==> src/rtl/freq_meter.sv <==
// rtl/freq_meter.sv - gate-time frequency and period meter for divided clocks
module freq_meter #(
    parameter int SYS_CLK     = 50000000,
    parameter int GATE_CYCLES = 50000,
    parameter int CNT_W       = 32
) (
    input  logic             clk_in,
    input  logic             nreset,
    input  logic             sig_in,
    input  logic             start,
    input  logic             continuous,
    output logic             busy,
    output logic             valid,
    output logic [CNT_W-1:0] edge_count,
    output logic [CNT_W-1:0] period_cycles,
    output logic             overflow
);

    typedef enum logic [1:0] {
        IDLE = 2'd0,
        GATE = 2'd1,
        DONE = 2'd2
    } state_t;

    localparam logic [CNT_W-1:0] CNT_MAX   = '1;
    localparam logic [CNT_W-1:0] GATE_LAST = CNT_W'(GATE_CYCLES - 1);
    // An instance built with an out-of-range window never leaves IDLE
    // instead of producing windows of the wrong length.
    localparam bit PARAMS_OK = (SYS_CLK > 0) && (GATE_CYCLES >= 2)
                             && ((longint'(GATE_CYCLES) >> CNT_W) == 0);

    state_t           state;
    state_t           state_next;
    logic             load_window;
    logic             gate_last;

    logic             s1;
    logic             s2;
    logic             s3;
    logic             v1;
    logic             v2;
    logic             armed;
    logic             rise;

    logic [CNT_W-1:0] gate_cnt;
    logic [CNT_W-1:0] edge_cnt;
    logic [CNT_W-1:0] period_cnt;
    logic [CNT_W-1:0] period_lat;
    logic             seen_rise;
    logic             ovf;

    logic [CNT_W-1:0] edge_cnt_next;
    logic [CNT_W-1:0] period_cnt_next;
    logic [CNT_W-1:0] period_lat_next;
    logic             seen_rise_next;
    logic             ovf_next;

    // Two-flop synchroniser plus history flop; v1/v2 mark when s1/s2 hold
    // real samples so a level that is already high at reset release is not
    // mistaken for a rise until the input has been seen low.
    always_ff @(posedge clk_in or negedge nreset) begin
        if (!nreset) begin
            s1    <= 1'b0;
            s2    <= 1'b0;
            s3    <= 1'b0;
            v1    <= 1'b0;
            v2    <= 1'b0;
            armed <= 1'b0;
        end else begin
            s1    <= sig_in;
            s2    <= s1;
            s3    <= s2;
            v1    <= 1'b1;
            v2    <= v1;
            armed <= armed | (v2 & ~s2);
        end
    end

    assign rise      = s2 & ~s3 & armed;
    assign gate_last = (gate_cnt == GATE_LAST);

    // Per-cycle update of the window counters, including a rise in the
    // current cycle, so the last window cycle can publish these values.
    always_comb begin
        edge_cnt_next   = edge_cnt;
        period_cnt_next = period_cnt;
        period_lat_next = period_lat;
        seen_rise_next  = seen_rise;
        ovf_next        = ovf;
        if (rise) begin
            if (edge_cnt != CNT_MAX) begin
                edge_cnt_next = edge_cnt + 1'b1;
            end
            period_cnt_next = '0;
            seen_rise_next  = 1'b1;
            if (seen_rise) begin
                period_lat_next = (period_cnt == CNT_MAX) ? CNT_MAX : period_cnt + 1'b1;
            end
        end else if (period_cnt != CNT_MAX) begin
            period_cnt_next = period_cnt + 1'b1;
        end
        if ((edge_cnt_next == CNT_MAX) || (period_cnt_next == CNT_MAX)) begin
            ovf_next = 1'b1;
        end
    end

    // State register.
    always_ff @(posedge clk_in or negedge nreset) begin
        if (!nreset) begin
            state <= IDLE;
        end else begin
            state <= state_next;
        end
    end

    // Next-state logic; load_window marks every entry into GATE.
    always_comb begin
        state_next  = state;
        load_window = 1'b0;
        case (state)
            IDLE: begin
                if (start && PARAMS_OK) begin
                    state_next  = GATE;
                    load_window = 1'b1;
                end
            end
            GATE: begin
                if (gate_last) begin
                    state_next = DONE;
                end
            end
            DONE: begin
                if (continuous) begin
                    state_next  = GATE;
                    load_window = 1'b1;
                end else begin
                    state_next = IDLE;
                end
            end
            default: begin
                state_next = IDLE;
            end
        endcase
    end

    assign busy  = (state == GATE) || (state == DONE);
    assign valid = (state == DONE);

    // Window counters: cleared on entry to GATE, advanced only inside GATE,
    // so rises seen in IDLE or DONE never reach a result.
    always_ff @(posedge clk_in or negedge nreset) begin
        if (!nreset) begin
            gate_cnt   <= '0;
            edge_cnt   <= '0;
            period_cnt <= '0;
            period_lat <= '0;
            seen_rise  <= 1'b0;
            ovf        <= 1'b0;
        end else if (load_window) begin
            gate_cnt   <= '0;
            edge_cnt   <= '0;
            period_cnt <= '0;
            period_lat <= '0;
            seen_rise  <= 1'b0;
            ovf        <= 1'b0;
        end else if (state == GATE) begin
            gate_cnt   <= gate_cnt + 1'b1;
            edge_cnt   <= edge_cnt_next;
            period_cnt <= period_cnt_next;
            period_lat <= period_lat_next;
            seen_rise  <= seen_rise_next;
            ovf        <= ovf_next;
        end
    end

    // Result registers change only on the edge that closes a window.
    always_ff @(posedge clk_in or negedge nreset) begin
        if (!nreset) begin
            edge_count    <= '0;
            period_cycles <= '0;
            overflow      <= 1'b0;
        end else if ((state == GATE) && gate_last) begin
            edge_count    <= edge_cnt_next;
            period_cycles <= period_lat_next;
            overflow      <= ovf_next;
        end
    end

endmodule

==> config.mk <==
export PLATFORM = sky130hd
export DESIGN_NAME = freq_meter
export DESIGN_NICKNAME = d
export VERILOG_FILES = /design/src/rtl/freq_meter.sv
export SDC_FILE = /design/constraint.sdc
export NUM_CORES = 1
export LEC_CHECK = 0
export CORE_AREA = 2 2 167 169
export DETAILED_ROUTE_END_ITERATION = 7
export DIE_AREA = 0 0 169 171
export PLACE_DENSITY = 0.66
export SYNTH_ARGS = -nofsm -noshare
export SYNTH_HDL_FRONTEND = slang
export SYNTH_SLANG_ARGS = --single-unit
export TNS_END_PERCENT = 20
==> constraint.sdc <==
create_clock -name clk_in -period 3.1 [get_ports clk_in]
set_input_delay 0.465 -clock clk_in [delete_from_list [all_inputs] [get_ports clk_in]]
set_output_delay 0.465 -clock clk_in [all_outputs]
set_load 0.01 [all_outputs]
==> impl_metrics.json <==
{
  "grt_use_total_pct": 18.90,
  "cp.arrival_ns": 3.35,
  "worstHoldStart": "v1",
  "synth_area_per_cell_um2": 8.677,
  "grt_pass1_wl_um": 44770,
  "grt_util_met2_pct": 30.27,
  "syn_to_final_growth_pct": 18.52,
  "timing.rr.start": "edge_cnt[0]",
  "drt_wl_total_um": 27430,
  "cts_tree": "done",
  "use_met1_pct": 26.77,
  "yosys.area.top_type": "dfrtp_1",
  "clk_pin_slew_ns": 0.06,
  "r2r_cells": 9,
  "syn-instance-count": 1235,
  "drtIter0Drc": 767,
  "slew_violations": 0,
  "num_rows": 61,
  "fin_skew_ns": 0.02380,
  "synth_enable_flop_cells": 0,
  "ctsRootBufferMaster": "clkbuf_16",
  "final_core_util_pct": 46.48,
  "worstSetupStartpointType": "flop",
  "via_per_inst": 5.518,
  "synth_top_area_share_pct": 47.40,
  "place_congestion": 0.9362,
  "final-seq-area_mm2": 0.005080,
  "grt_pass1_vias": 8375,
  "busiest_layer": "met2",
  "syn_nets": 1248,
  "holdPathEnd": "v2",
  "regToRegEndpoint": "ovf",
  "cp-end-kind": "flop",
  "ys_seq_area_share_pct": 47.40,
  "drc": 0,
  "clock_sinks": 203,
  "ir_drop_v": 0.0004455,
  "r2r_setup_slack_ns": 0.19,
  "ctsHtreeMaxLevel": 1,
  "multi_input_comb_area_mm2": 0.005279,
  "outcome": "complete, no violations",
  "worstHoldPathCells": 0,
  "maxCapViolCount": 0,
  "fillers": 2635,
  "initial_core_util_pct": 39.22,
  "rsz0062_at_grt": "no",
  "p_leak_nw": 5.042,
  "path_class": "reg2reg",
  "hp-class": "reg2reg",
  "numPortBuffers": 71,
  "ant_nets": 0,
  "yosysUniqueCellTypes": 62,
  "synth_warnings": 0,
  "async_flop_share_pct": 100.0,
  "min_period_over_period_pct": 93.99,
  "syn_area_mm2": 0.01072,
  "dr.pass1.iters": 6,
  "ys_top_cells_by_area": "dfrtp_1, nand2_1, nor2_1, o21ai_0, xnor2_1",
  "pwr_density_cell_mw_per_mm2": 535.1,
  "relSlewSlack_pct": 39.50,
  "tns_ns": 0,
  "dieWidth_um": 169,
  "grt_max_degree": 74,
  "dp_hpwl_um": 18710,
  "worstSkewPairLatency_ns": 0.52,
  "layout_commonest_cell": "dfrtp_1",
  "clockBufferDepth": 3,
  "setup_viol": 0,
  "final_cell_mix": "dfrtp_1, nand2_1, nor2_1",
  "ios": 72,
  "vias": 9094,
  "crit_fanout": 6,
  "hold_viol": 0,
  "synthFlopType": "dfrtp_1",
  "drive_gt1_share_pct": 8.065,
  "ys_ff_latch": 203,
  "core_mm2": 0.02732,
  "fmax_mhz": 343.2,
  "worst_pin_slew_ns": 0.9005,
  "fin_crit_ns": 2.914,
  "die_h_um": 171,
  "die_area_mm2": 0.02890,
  "antenna_found_initial": 0,
  "wl_per_cell_um": 16.64,
  "antenna_cells": 0,
  "grt_overflow": 0,
  "use_met3_pct": 2.498,
  "crit_required_ns": 3.53,
  "nNetsFinal": 1299,
  "cts_buffers": 23
}
## what timing repair did
action | CTS | global route
hold buffers | 1 | 0
endpoints found under the setup margin | 0 | 2
endpoints found under the hold margin | 57 | 0
buffers inserted | 0 | 0
resized for setup | 0 | 4
## worst max-delay path: stages (launching register included)
cell and delay, ns:
dfrtp_1 0.45, ha_1 0.21, nand3_1 0.21, nor4_4 0.35, nand4_1 0.14, xor2_1 0.19
or4_1 0.50, nor4_1 0.32, a32oi_1 0.22, a211oi_2 0.24
## cell type report
type,count,area share (%)
tap,346,3.409
multi-input combinational,930,41.56
inverter,14,0.4138
sequential,203,40.00
timing repair buffer,114,8.383
clock inverter,12,1.212
clock buffer,29,5.024
## stage by stage
step	cells	total power [mW]	setup slack (ns)	hold slack, ns	instance area, um^2
floorplan	1235	3.584	0.3243	0.1694	10720
global placement	1606	3.963	0.2205	0.3317	11880
detailed placement	1606	3.988	0.1292	0.3385	11880
CTS	1648	6.862	0.09363	0.3519	12680
global route	1648	7.103	0.02060	0.3531	12700
finish	1648	6.797	0.1864	0.3512	12700
## routing by layer
| metal | vias up | share of wire, % | routed length (um) |
|---|---|---|---|
| li1 | 4404 | - | - |
| met1 | 4378 | 46 | 12730 |
| met2 | 250 | 46 | 12670 |
| met3 | 62 | 4.7 | 1278 |
| met4 | 0 | 2.8 | 756 |
| met5 | - | 0 | 0 |
## registers in the layout (all words and copies together), names as in the netlist
name	count
edge_count	32
v2	1
s1	1
s3	1
s2	1
edge_cnt	32
seen_rise	1
state	2
armed	1
period_lat	32
overflow	1
period_cnt	32
v1	1
gate_cnt	32
period_cycles	32
ovf	1
## synthesized netlist by cell type (7+ instances only)
master and number:
dfrtp_1 203, nand2_1 167, nor2_1 161, o21ai_0 113
clkbuf_1 69, a21oi_1 68, nand3_1 47, xnor2_1 47
xor2_1 44, nand4_1 33, a211oi_1 26, nor3_1 24
or3_1 23, and3_1 19, and4_1 16, buf_2 15
nor4_1 15, and2_1 14, inv_1 13, mux2i_1 10
ha_1 8, nand2b_1 7
## worst max-delay path by stage
stage | start | endpoint | slack, ns
after floorplan | period_cnt[18] | ovf | 0.32
after global placement | edge_cnt[0] | ovf | 0.22
after detailed placement | edge_cnt[0] | ovf | 0.13
after CTS | edge_cnt[0] | ovf | 0.09
after global routing | edge_cnt[0] | ovf | 0.02
final | edge_cnt[0] | ovf | 0.19
## report_power, final
part	leakage [nW]	total, mW	internal [mW]	switching, mW
logic	1.85	1.04	0.317	0.724
clock network	0.382	2.85	1.71	1.14
registers	2.81	2.90	2.79	0.116
total	5.04	6.80	4.82	1.98
## logic make-up after synthesis
logic type | after synthesis | synth area share, %
flops | 203 | 47.40
buf+inv | 102 | 3.783
xor+xnor | 91 | 7.437
compound gates | 262 | 14.29
simple gates | 555 | 24.87
mux | 13 | 1.249
other cells | 1 | 0.03499
fa+ha+maj | 8 | 0.9341
Power figures use the tool's default switching activity.
